<file path="config.mk">
export PLATFORM = sky130hd
export DESIGN_NAME = mul_share_sched
export DESIGN_NICKNAME = d
export VERILOG_FILES = /design/src/rtl/mul_share_sched.sv
export SDC_FILE = /design/constraint.sdc
export NUM_CORES = 1
export LEC_CHECK = 0
export ABC_CLOCK_PERIOD_IN_PS = 4350
export CAP_MARGIN = 20
export CORE_ASPECT_RATIO = 0.6
export CORE_MARGIN = 4
export CORE_UTILIZATION = 35
export DETAILED_ROUTE_END_ITERATION = 10
export PLACE_DENSITY_LB_ADDON = 0.15
export SYNTH_ARGS = -nofsm -noshare
export SYNTH_HDL_FRONTEND = slang
export SYNTH_SLANG_ARGS = --single-unit
</file>
<file path="constraint.sdc">
create_clock -name clk -period 4.35 [get_ports clk]
set_input_delay 1.0875 -clock clk [delete_from_list [all_inputs] [get_ports clk]]
set_output_delay 1.0875 -clock clk [all_outputs]
set_load 0.02 [all_outputs]
</file>
<file path="src/rtl/mul_share_sched.sv">
// Round-robin sharing of one pipelined signed multiplier among NREQ requesters, ID-tagged returns.
// Latency: accept edge E0 -> rsp_valid in the cycle after enabled edge E0+MUL_LAT; en=0 stretches it.
// Backpressure: req_ready per requester (one-hot grant, gated by en/rst); responses have none.
module mul_share_sched #(
  parameter int NREQ    = 4,
  parameter int ASIZE   = 16,
  parameter int BSIZE   = 16,
  parameter int MUL_LAT = 3,
  parameter int PSIZE   = ASIZE + BSIZE,
  parameter int IDW     = (NREQ > 1) ? $clog2(NREQ) : 1,
  parameter int IFW     = $clog2(MUL_LAT + 2)
) (
  input  logic                    clk,
  input  logic                    rst,
  input  logic                    en,
  input  logic [NREQ-1:0]         req_valid,
  output logic [NREQ-1:0]         req_ready,
  input  logic [NREQ*ASIZE-1:0]   req_a,
  input  logic [NREQ*BSIZE-1:0]   req_b,
  output logic [NREQ-1:0]         rsp_valid,
  output logic [IDW-1:0]          rsp_id,
  output logic [PSIZE-1:0]        rsp_p,
  output logic                    mul_ce,
  output logic [ASIZE-1:0]        mul_a,
  output logic [BSIZE-1:0]        mul_b,
  input  logic [PSIZE-1:0]        mul_p,
  output logic [IFW-1:0]          in_flight
);

  localparam int SW = IDW + 1;

  logic [IDW-1:0]             rr_ptr_q, rr_ptr_d;
  logic [ASIZE-1:0]           mul_a_q, mul_a_d;
  logic [BSIZE-1:0]           mul_b_q, mul_b_d;
  logic [MUL_LAT:0]           tag_vld_q, tag_vld_d;
  logic [MUL_LAT:0][IDW-1:0]  tag_id_q, tag_id_d;
  logic [IFW-1:0]             in_flight_q, in_flight_d;

  logic [2*NREQ-1:0]          rot;
  logic [SW-1:0]              sum;
  logic                       gnt_vld;
  logic [IDW-1:0]             gnt_id;
  logic [ASIZE-1:0]           sel_a;
  logic [BSIZE-1:0]           sel_b;
  logic                       acc;
  logic                       ret;

  // Rotate requests so bit k is requester (rr_ptr + k) mod NREQ.
  assign rot = {req_valid, req_valid} >> rr_ptr_q;

  // Cyclic priority search from rr_ptr; lowest rotated index wins.
  always_comb begin
    gnt_vld = 1'b0;
    sum     = '0;
    for (int k = NREQ - 1; k >= 0; k--) begin
      if (rot[k]) begin
        gnt_vld = 1'b1;
        sum     = {1'b0, rr_ptr_q} + SW'(k);
      end
    end
    if (sum >= SW'(NREQ)) sum = sum - SW'(NREQ);
    gnt_id = sum[IDW-1:0];
  end

  // An accept needs a winner, a running pipe and no reset in progress.
  assign acc = gnt_vld & en & ~rst;
  // The oldest tag leaves the pipe only on an enabled edge.
  assign ret = en & tag_vld_q[MUL_LAT];

  // Operand mux and one-hot ready/response decodes.
  always_comb begin
    sel_a     = '0;
    sel_b     = '0;
    req_ready = '0;
    rsp_valid = '0;
    for (int k = 0; k < NREQ; k++) begin
      if (gnt_id == IDW'(k)) begin
        sel_a        = req_a[k*ASIZE +: ASIZE];
        sel_b        = req_b[k*BSIZE +: BSIZE];
        req_ready[k] = acc;
      end
      if (tag_id_q[MUL_LAT] == IDW'(k)) rsp_valid[k] = ret;
    end
  end

  // Next state: operand regs load on accept, tag pipe shifts with the multiplier.
  always_comb begin
    rr_ptr_d  = rr_ptr_q;
    mul_a_d   = mul_a_q;
    mul_b_d   = mul_b_q;
    tag_vld_d = tag_vld_q;
    tag_id_d  = tag_id_q;
    if (acc) begin
      mul_a_d  = sel_a;
      mul_b_d  = sel_b;
      rr_ptr_d = (gnt_id == IDW'(NREQ - 1)) ? '0 : gnt_id + IDW'(1);
    end
    if (en) begin
      tag_vld_d = {tag_vld_q[MUL_LAT-1:0], acc};
      tag_id_d  = {tag_id_q[MUL_LAT-1:0], gnt_id};
    end
    in_flight_d = in_flight_q + IFW'(acc) - IFW'(ret);
  end

  // State registers; reset discards everything in flight.
  always_ff @(posedge clk or posedge rst) begin
    if (rst) begin
      rr_ptr_q    <= '0;
      mul_a_q     <= '0;
      mul_b_q     <= '0;
      tag_vld_q   <= '0;
      tag_id_q    <= '0;
      in_flight_q <= '0;
    end else begin
      rr_ptr_q    <= rr_ptr_d;
      mul_a_q     <= mul_a_d;
      mul_b_q     <= mul_b_d;
      tag_vld_q   <= tag_vld_d;
      tag_id_q    <= tag_id_d;
      in_flight_q <= in_flight_d;
    end
  end

  assign mul_ce    = en;
  assign mul_a     = mul_a_q;
  assign mul_b     = mul_b_q;
  assign rsp_id    = tag_id_q[MUL_LAT];
  assign rsp_p     = mul_p;
  assign in_flight = in_flight_q;

endmodule

</file>
==> results of run 1 <==
## through the flow
step                setup WS [ns]  setup TNS, ns  utilization (%)  instances  cell area [µm²]
global route               0.0121              0             56.3        686             5170
CTS                       0.00550              0             56.0        685             5150
floorplan                   0.492              0                -        422             3300
detailed placement       -0.00198       -0.00198             54.1        677             4970
global placement           0.0316              0             54.1        677             4970
finish                     0.0899              0             56.3        686             5170
## sequential cells by signal, summed over array words and instances, names as in the netlist
name and cells:
rr_ptr_q 2, mul_a 16, in_flight 3, tag_vld_q 4, mul_b 16, tag_id_q 6, rsp_id 2
## final cells by class
type | count | area (µm²) | area share (%)
Timing Repair Buffer | 193 | 1910 | 37.0
Tap cell | 130 | 163 | 3.14
Clock inverter | 2 | 37.5 | 0.726
Clock buffer | 6 | 139 | 2.68
Multi-Input combinational cell | 262 | 1530 | 29.6
Inverter | 44 | 165 | 3.19
Sequential cell | 49 | 1230 | 23.7
## cells in the final DEF (no fill, tap or decap), types with 2 or more instances in the layout
cell             instances
nand2_1                 33
and2_1                   4
a221oi_1                 3
buf_4                   12
xnor2_1                  2
a21o_1                   2
a21oi_1                 89
nor2b_1                  2
clkbuf_16                5
a211o_1                  4
a31oi_1                  3
nor3b_1                  2
nor2_1                  35
a22oi_1                 29
o21ai_0                 29
ha_1                     3
mux2_2                  11
clkdlybuf4s50_1        178
inv_1                   43
dfrtp_1                 49
ha_2                     3
## kinds of logic after synthesis
group	after synthesis
fa+ha+maj	7
compound gates	163
simple gates	78
mux	12
xor+xnor	2
flops	49
buf+inv	111
## power groups by stage
stage	logic [mW]	clock network, mW	registers, mW
after floorplan	0.849	0	0.924
after global placement	1.61	0	0.766
after detailed placement	1.64	0	0.775
after CTS	1.64	0.460	0.769
after global routing	1.80	0.485	0.795
final	1.63	0.451	0.765
## timing repair
action	in CTS	in global routing
resized for setup	1	2
endpoints found under the setup margin	1	3
buffers inserted	0	0
endpoints found under the hold margin	0	0
## how the worst max path moves through the flow
stage	startpoint	end	slack [ns]
final	req_valid[0]	req_ready[2]	0.09
after global routing	req_valid[0]	req_ready[2]	0.01
after global placement	req_valid[0]	req_ready[1]	0.03
after floorplan	req_valid[0]	req_ready[3]	0.49
after detailed placement	req_valid[0]	req_ready[3]	-0.002
after CTS	req_valid[0]	req_ready[1]	0.005
## metal layers
metal,up-vias,track usage [%],part of all wire (%)
met5,-,0,0
met1,1577,25.3,46
met3,10,7.32,9.3
met4,0,3.45,0.89
li1,1666,-,-
met2,138,30.1,44
==> results.md, run 1 <==
* Worst hold start: tag_vld_q[0]
* Adder-Cell Fraction of Synth Area at 2.88%
* Hold_ws at 0.485 ns
* Syn Area/Cell at 7.83 µm²
* Yosys top cell area share at 37.1%
* Hold violation total from the final report at 0
* Min cycle time layout at 4.26 ns
* FF-to-FF setup slack at 1.75 ns
* Skew-Pair Late Insertion Delay at 0.28 ns
* Cell family with most CP delay: buffers and inverters
* Final ANT Viol Nets at 0
* Clock sinks at 49
* Hpwl dp at 8200 µm
* Synth top area cells: dfrtp_1 37%, a21oi_1 14%, buf_4 8.0%, a22oi_1 6.6%, inv_1 5.0%
* Die width at 133 µm
* XOR/XNOR Fraction of Synth Area at 0.530%
* Drt total wl at 10,900 µm
* Pwr dens at 550 nW/µm²
* CP required at 3.26 ns
* Via Count at 3,391
* Vias in the first global route at 3,376
* Clock Path Buffers at 2
* Diode count at 0
* Hold Path Depth at 1
* H-tree depth at 2
* Worst Setup Start Kind: input pin
* GPL Wtd Cong at 0.746
* Synth-to-layout area growth at 56.6%
* Ports at 245
* Status: complete, no violations
* Measured slew at the worst slew-check pin at 0.665 ns
* Std-Cell Rows at 27
* Cells on worst reg2reg path at 10
* Most frequent cell after synthesis: a21oi_1
* Reg2Reg Capture Point: mul_a[15]
* Worst r2r src: rr_ptr_q[0]
* Psw at 1.17 mW
* Comb pwr share at 57.3%
* DIE AREA at 11,100 µm²
* RSZ-0062 raised after global routing: false
* WL/cell at 15.9 µm
* Share of cells above drive strength 1 at 6.83%
* CTS clock-pin slew for the worst setup and hold paths at 0.07 ns
* Worst path depth at 8
* Largest net degree at the start of global routing at 65
* Synth Flop Type: dfrtp_1
* Final Power at 2.85 mW
* Die H at 83.3 µm
* Grt total ovfl at 0
* Clock share of power at 15.9%
* PortBufs at 180
* Fin nets at 729
* Starting Density at 36.0%
* CP Buf/Inv Count at 3
* First-pass DRT Iterations at 4
* Critical path type: in2out
* Yosys top cell by area: dfrtp_1
* Complex-gate fraction of the synthesized area at 28.8%
* CTS root buffer: clkbuf_16
* Layout Skew at 0.00383 ns
* Switching part of the total at 41.0%
* Worst Setup End Kind: output port
* Slew margin rel. at 55.7%
* Fmax achieved at 235 MHz
* Flop pwr share at 26.9%
* Antenna violations before repair at 0
* CTS tree: done
* Yosys warns at 0
* GRT Util Overall at 19.1%
* Post-synthesis sequential area ratio at 37.1%
* Post-Synth Simple-Gate Area at 9.66%
* First-pass GRT wire length at 17,400 µm
* Initial drt markers at 180
* Post-route DRC at 0
* MaxCap Viol Count at 0
* Post-synth EDFFs at 0
* Asr flop ratio synth at 100%
* #FFs+latches synth at 49
* Largest family of logic cells by synthesized area: compound AO/OA/AOI/OAI gates
* Cell seen most often among critical-path stages: clkdlybuf4s50_1
* Final Max Slew Viols at 0
* Final setup vio count at 0
* CP Cell Sequence: clkdlybuf4s50_1 -> buf_4 -> a21o_1 -> a21oi_1 -> o22a_1 -> ha_2 -> and2_1 -> clkdlybuf4s50_1
* Static leakage at 2.20 nW
* Inserted Clock Buffers at 5
* Hold Path End: tag_vld_q[0]
* Slowest cell on crit path: clkdlybuf4s50_1
* Post-synthesis mux area share at 4.09%
* Final worst path period share at 97.9%
* CP max FO at 4
* Data arrival, critical path at 3.17 ns
* CORE AREA at 9190 µm²
* Internal power at 1.68 mW
* Cell count after synthesis at 422
* Unique masters post-synth at 28
* Via-per-instance ratio at 4.94
* CP max stage delay at 0.64 ns
* Post-synth top cells: 90 x a21oi_1, 49 x dfrtp_1, 44 x inv_1
* Area of the mapped netlist at 3300 µm²
* Peak VDD IR at 0.230 mV
* Fillers at 831
* Worst hold path type: reg2reg
* CTS Hold Bufs at 0
* Syn Nets at 596
(Power assumes the default switching activity.)
==> inputs of run 2 (changes only) <==
--- a/config.mk
+++ b/config.mk
@@ -5,13 +5,13 @@
 export SDC_FILE = /design/constraint.sdc
 export NUM_CORES = 1
 export LEC_CHECK = 0
-export ABC_CLOCK_PERIOD_IN_PS = 4350
+export ABC_CLOCK_PERIOD_IN_PS = 4200
 export CAP_MARGIN = 20
 export CORE_ASPECT_RATIO = 0.6
 export CORE_MARGIN = 4
 export CORE_UTILIZATION = 35
 export DETAILED_ROUTE_END_ITERATION = 10
-export PLACE_DENSITY_LB_ADDON = 0.15
+export PLACE_DENSITY = 0.82
 export SYNTH_ARGS = -nofsm -noshare
 export SYNTH_HDL_FRONTEND = slang
 export SYNTH_SLANG_ARGS = --single-unit
==> constraint.sdc (replaced) <==
create_clock -name clk -period 4.2 [get_ports clk]
set_input_delay 1.05 -clock clk [delete_from_list [all_inputs] [get_ports clk]]
set_output_delay 1.05 -clock clk [all_outputs]
set_load 0.02 [all_outputs]
==> run 2 against run 1 <==
Compared with the run above:
- setup slack better by 0.067 ns
- largest cell class unchanged
- combinational power increased by 4%
- die area stayed put
- critical path type unchanged
- sequential power up 4.3%
- sequential share of layout area decreased by 0.069 points
- total power up 5.7%
- clock-buffer cell count is 1 lower
- via count is 1.2% higher
- first-iteration DRC count decreased by 31%
- cell count up 0.15%
- flip-flop and latch count unchanged
==> results.md, run 2 (synthesized netlist as in run 1, its figures left out) <==
* Status: complete, no violations (unchanged)
* Vias in the first global route at 3,421 (was 3,376)
* Slew margin rel. at 54.1% (was 55.7%)
* Worst Setup Start Kind: input pin (unchanged)
* Hpwl dp at 8190 µm (was 8200 µm)
* Worst hold path type: reg2reg (unchanged)
* Peak VDD IR at 0.209 mV (was 0.230 mV)
* Skew-Pair Late Insertion Delay at 0.28 ns (about the same)
* Final Max Slew Viols at 0 (unchanged)
* CTS root buffer: clkbuf_16 (unchanged)
* CORE AREA at 9190 µm² (unchanged)
* GPL Wtd Cong at 0.787 (was 0.746)
* First-pass DRT Iterations at 4 (unchanged)
* Die H at 83.3 µm (unchanged)
* Crit. Startpoint: req_valid[0] (unchanged)
* Via Count at 3,432 (was 3,391)
* FF-to-FF setup slack at 1.44 ns (was 1.75 ns)
* Synth-to-layout area growth at 57.0% (was 56.6%)
* Std-Cell Rows at 27 (unchanged)
* RSZ-0062 raised after global routing: false (unchanged)
* Post-route insts no fill at 687 (was 686)
* H-tree depth at 2 (unchanged)
* Fillers at 801 (was 831)
* Final ANT Viol Nets at 0 (unchanged)
* Final Cell Area at 5190 µm² (was 5170 µm²)
* Grt total ovfl at 0 (unchanged)
* Largest net degree at the start of global routing at 65 (unchanged)
* CP max FO at 4 (unchanged)
* Clock share of power at 17.1% (was 15.9%)
* Reg2Reg Capture Point: mul_a[14] (was mul_a[15])
* Inserted Clock Buffers at 5 (unchanged)
* Placed cell count at 678 (was 677)
* CP required at 3.15 ns (was 3.26 ns)
* Clock Path Buffers at 2 (unchanged)
* Starting Density at 36.0% (unchanged)
* Via-per-instance ratio at 5.00 (was 4.94)
* Antenna violations before repair at 0 (unchanged)
* Critical Path Sink: req_ready[0] (was req_ready[2])
* Flop pwr share at 26.5% (was 26.9%)
* Critical path type: in2out (unchanged)
* Area after DPL at 4980 µm² (was 4970 µm²)
* Static leakage at 2.21 nW (was 2.20 nW)
* MaxCap Viol Count at 0 (unchanged)
* WL/cell at 15.6 µm (was 15.9 µm)
* Drt total wl at 10,700 µm (was 10,900 µm)
* Hold violation total from the final report at 0 (unchanged)
* Die width at 133 µm (unchanged)
* CTS tree: done (unchanged)
* GRT Util Overall at 18.5% (was 19.1%)
* Worst Setup End Kind: output port (unchanged)
* Final worst path period share at 96.3%
* Switching part of the total at 40.7% (was 41.0%)
* First-pass GRT wire length at 16,900 µm (was 17,400 µm)
* Initial drt markers at 125 (was 180)
* Measured slew at the worst slew-check pin at 0.688 ns (was 0.665 ns)
* Data arrival, critical path at 2.99 ns (was 3.17 ns)
* Clock sinks at 49 (unchanged)
* Diode count at 0 (unchanged)
* Share of cells above drive strength 1 at 6.82% (was 6.83%)
* Fin nets at 730 (was 729)
* Post-CTS setup buffers at 0 (unchanged)
* Worst r2r src: rr_ptr_q[0] (unchanged)
* Final setup vio count at 0 (unchanged)
* Layout Skew at 0.00578 ns (was 0.00383 ns)
* Fmax achieved at 247 MHz
* Psw at 1.22 mW (was 1.17 mW)
* Internal power at 1.78 mW (was 1.68 mW)
* PortBufs at 180 (unchanged)
* CTS Hold Bufs at 0 (unchanged)
* Pwr dens at 580 nW/µm² (was 550 nW/µm²)
* DIE AREA at 11,100 µm² (unchanged)
* Most common cell after layout, fill and taps aside: clkdlybuf4s50_1 (unchanged)
* Commonest cells after routing, fill and taps aside: 176 x clkdlybuf4s50_1, 90 x a21oi_1, 49 x dfrtp_1, 43 x inv_1, 35 x nor2_1 (was 178 x clkdlybuf4s50_1, 89 x a21oi_1, 49 x dfrtp_1, 43 x inv_1, 35 x nor2_1)
* Comb pwr share at 56.4% (was 57.3%)
* Min cycle time layout at 4.04 ns
* Ports at 245 (unchanged)
* CTS clock-pin slew for the worst setup and hold paths at 0.07 ns (about the same)
* Cells on worst reg2reg path at 10 (unchanged)
* Post-route DRC at 0 (unchanged)
==> run 2: layout make-up <==
| type | count | area (µm²) | area share, % |
|---|---|---|---|
| repair buffers | 194 | 1910 | 36.9 |
| multi-input cells | 262 | 1530 | 29.4 |
| flip-flops and latches | 49 | 1230 | 23.6 |
| inverters | 44 | 165 | 3.18 |
| well taps | 130 | 163 | 3.13 |
| clock buffers | 5 | 125 | 2.41 |
| clock inverters | 3 | 68.8 | 1.33 |
==> run 2: how the worst min path moves through the flow <==
stage / start / endpoint / slack [ns] / cells past startpoint
2_1_floorplan: tag_vld_q[0] / tag_vld_q[0] / 0.45 / 1
3_3_place_gp: tag_vld_q[0] / tag_vld_q[0] / 0.47 / 1
3_5_place_dp: tag_vld_q[0] / tag_vld_q[0] / 0.47 / 1
4_1_cts: tag_vld_q[0] / tag_vld_q[0] / 0.49 / 1
5_1_grt: tag_vld_q[0] / tag_vld_q[0] / 0.50 / 1
6_report: tag_vld_q[0] / tag_vld_q[0] / 0.49 / 1
==> run 2: timing repair <==
action	in CTS	in global routing
hold endpoints to repair	0	0
endpoints found under the setup margin	4	0
resized for setup	4	0
==> run 2: routing by layer <==
layer / GRT usage [%] / wire length, µm / up-vias
met5: 0 / 0 / -
met4: 3.55 / 133 / 0
met3: 5.87 / 919 / 14
met2: 30.4 / 5020 / 168
met1: 24.0 / 4680 / 1585
li1: - / - / 1665
==> run 2: critical path, cell delays in order <==
cell	delay [ns]
clkdlybuf4s50_1	0.43
buf_4	0.15
a21o_1	0.16
a21oi_1	0.16
o22a_1	0.25
inv_1	0.09
ha_1	0.20
and2_1	0.15
dlygate4sd2_1	0.34
==> run 2: per-stage QoR <==
| stage | total power [mW] | TNS (ns) | utilization, % | hold WS (ns) | setup WS, ns |
|---|---|---|---|---|---|
| 2_1_floorplan | 1.84 | 0 | - | 0.448 | 0.417 |
| 3_3_place_gp | 2.45 | -0.0149 | 54.2 | 0.472 | -0.0149 |
| 3_5_place_dp | 2.51 | -0.220 | 54.2 | 0.472 | -0.0821 |
| 4_1_cts | 3.03 | 0 | 56.3 | 0.488 | 0.155 |
| 5_1_grt | 3.23 | 0 | 56.5 | 0.500 | 0.101 |
| 6_report | 3.01 | 0 | 56.5 | 0.493 | 0.157 |
==> run 2: power by group through the flow <==
stage               combinational [mW]  sequential, mW  clock (mW)
finish                            1.70           0.798       0.513
global route                      1.85           0.825       0.550
CTS                               1.71           0.801       0.527
detailed placement                1.70           0.807           0
global placement                  1.66           0.795           0
floorplan                        0.880           0.957           0
==> inputs of run 3 (changes only) <==
--- a/config.mk
+++ b/config.mk
@@ -12,6 +12,8 @@
 export CORE_UTILIZATION = 35
 export DETAILED_ROUTE_END_ITERATION = 10
 export PLACE_DENSITY = 0.82
+export RECOVER_POWER = 25
+export SKIP_CTS_REPAIR_TIMING = 1
 export SYNTH_ARGS = -nofsm -noshare
 export SYNTH_HDL_FRONTEND = slang
 export SYNTH_SLANG_ARGS = --single-unit
==> run 3 against run 2 <==
Compared with the run above:
- the flow now finishes with violations (capacitance limit, slew limit)
- highest routed layer unchanged
- critical path depth did not move
- fmax increased by 2.8%
- via count shrank 0.61%
- critical endpoint unchanged
- combinational power about the same
==> results.md, run 3 (synthesized netlist as in run 1, its figures left out) <==
* First-pass DRT Iterations at 4 (unchanged)
* Critical path type: in2out (unchanged)
* CORE AREA at 9190 µm² (unchanged)
* Antenna violations before repair at 0 (unchanged)
* Peak VDD IR at 0.212 mV (was 0.209 mV)
* DIE AREA at 11,100 µm² (unchanged)
* Final setup vio count at 0 (unchanged)
* Via Count at 3,411 (was 3,432)
* Grt total ovfl at 0 (unchanged)
* Layout Skew at 0.00513 ns (was 0.00578 ns)
* Initial drt markers at 123 (was 125)
* Starting Density at 36.0% (unchanged)
* GPL Wtd Cong at 0.787 (unchanged)
* Failing checks: capacitance limit, slew limit
* CP Cell Sequence: clkdlybuf4s50_1 -> buf_4 -> a21o_1 -> a21oi_1 -> o22a_1 -> inv_1 -> ha_1 -> and2_1 -> dlymetal6s2s_1 (was clkdlybuf4s50_1 -> buf_4 -> a21o_1 -> a21oi_1 -> o22a_1 -> inv_1 -> ha_1 -> and2_1 -> dlygate4sd2_1)
* RSZ-0062 raised after global routing: false (unchanged)
* Status: finished with violations (was complete, no violations)
* Static leakage at 2.26 nW (was 2.21 nW)
* MaxCap Viol Count at 1 (was 0)
* Clock sinks at 49 (unchanged)
* Slowest cell on crit path: clkdlybuf4s50_1 (unchanged)
* Vias in the first global route at 3,421 (unchanged)
* CTS tree: done (unchanged)
* Post-route DRC at 0 (unchanged)
* First-pass GRT wire length at 16,900 µm (about the same)
* Fin util at 56.5% (about the same)
* Inserted Clock Buffers at 5 (unchanged)
* Via-per-instance ratio at 4.97 (was 5.00)
* CTS root buffer: clkbuf_16 (unchanged)
* WL/cell at 15.6 µm (about the same)
* Die H at 83.3 µm (unchanged)
* Pwr dens at 578 nW/µm² (was 580 nW/µm²)
* Measured slew at the worst slew-check pin at 1.99 ns (was 0.688 ns)
* Hpwl dp at 8190 µm (unchanged)
* Synth-to-layout area growth at 57.2% (was 57.0%)
* Data arrival, critical path at 2.88 ns (was 2.99 ns)
* Worst Setup End Kind: output port (unchanged)
* Die width at 133 µm (unchanged)
* Commonest cells after routing, fill and taps aside: 175 x clkdlybuf4s50_1, 90 x a21oi_1, 49 x dfrtp_1, 44 x inv_1, 35 x nor2_1 (was 176 x clkdlybuf4s50_1, 90 x a21oi_1, 49 x dfrtp_1, 43 x inv_1, 35 x nor2_1)
* Final Cell Area at 5190 µm² (about the same)
* Min cycle time layout at 3.93 ns (was 4.04 ns)
* Worst hold path type: reg2reg (unchanged)
* Drt total wl at 10,700 µm (about the same)
* CP max FO at 4 (unchanged)
* Most common cell after layout, fill and taps aside: clkdlybuf4s50_1 (unchanged)
* Final worst path period share at 93.6% (was 96.3%)
* Hold Path Depth at 1 (unchanged)
* Final Max Slew Viols at 45 (was 0)
* Ports at 245 (unchanged)
* CP max stage delay at 0.43 ns (about the same)
* Hold violation total from the final report at 0 (unchanged)
* Skew-Pair Late Insertion Delay at 0.28 ns (about the same)
* Final ANT Viol Nets at 0 (unchanged)
* Fin nets at 730 (unchanged)
* Area after DPL at 4980 µm² (unchanged)
* Std-Cell Rows at 27 (unchanged)
* PortBufs at 180 (unchanged)
* Final WS setup at 0.268 ns (was 0.157 ns)
* Share of cells above drive strength 1 at 6.46% (was 6.82%)
* Slew margin rel. at -32.9% (was 54.1%)
* Cells on worst reg2reg path at 10 (unchanged)
* CP required at 3.15 ns (about the same)
* Diode count at 0 (unchanged)
* CTS clock-pin slew for the worst setup and hold paths at 0.07 ns (about the same)
* GRT Util Overall at 18.4% (was 18.5%)
* H-tree depth at 2 (unchanged)
* Fmax achieved at 254 MHz (was 247 MHz)
* Hold_ws at 0.490 ns (was 0.493 ns)
* Worst Setup Start Kind: input pin (unchanged)
* Setup WS pre-CTS at -0.0821 ns (unchanged)
* Clock Path Buffers at 2 (unchanged)
* Largest net degree at the start of global routing at 65 (unchanged)
* Setup TNS at 0 ns (unchanged)
-- run 3: changes by cell type in the layout (fill, tap and decap cells not counted), sizes merged --
cell           previous run  this run
dlygate4sd2               4         0
dlygate4sd3               0         1
dlymetal6s2s              0         4
clkdlybuf4s25             0         1
clkdlybuf4s50           176       175
buf                      14        13
-- run 3: path summary, 6_finish.rpt --
| path | slack [ns] | startpoint | end |
|---|---|---|---|
| worst min register to register | 0.49 | tag_vld_q[0] | tag_vld_q[0] |
| worst max register to register | 1.44 | rr_ptr_q[0] | mul_a[14] |
| max in group asynchronous | 0.68 | rst | mul_a[2] |
| min in group asynchronous | 1.18 | rst | tag_vld_q[0] |
| worst min-delay path | 0.49 | tag_vld_q[0] | tag_vld_q[0] |
| worst max-delay path | 0.27 | req_valid[0] | req_ready[0] |
-- run 3: layer usage --
metal / part of all wire (%) / global-route usage, % / up-vias
met5: 0 / 0 / -
met3: 8.0 / 5.87 / 14
met4: 1.2 / 3.55 / 0
li1: - / - / 1663
met1: 44 / 24.0 / 1581
met2: 47 / 30.4 / 153
-- run 3: metrics by stage --
stage | cells | power [mW]
2_1_floorplan | 422 | 1.84
3_3_place_gp | 678 | 2.45
3_5_place_dp | 678 | 2.51
4_1_cts | 686 | 3.04
5_1_grt | 687 | 3.23
6_report | 687 | 3.00
-- run 3: worst max-delay path: cells and delay by family --
kind | cells | cell delay (ns)
and+or+nand+nor | 1 | 0.15
AOI/OAI and AO/OA | 3 | 0.58
adders and majority gates | 1 | 0.20
buffers and inverters | 4 | 0.89
-- run 3: final cells by class --
cell class | instances | area (µm²)
flip-flops and latches | 49 | 1230
inverters | 44 | 165
repair buffers | 194 | 1920
clock buffers | 5 | 125
clock inverters | 3 | 68.8
well taps | 130 | 163
multi-input cells | 262 | 1530
fillers | 801 | 4000
-- run 3: report_power, final --
part	internal [mW]	switching, mW	total (mW)	leakage [nW]
logic	0.773	0.920	1.69	1.60
registers	0.668	0.129	0.797	0.564
clock network	0.343	0.170	0.514	0.0944
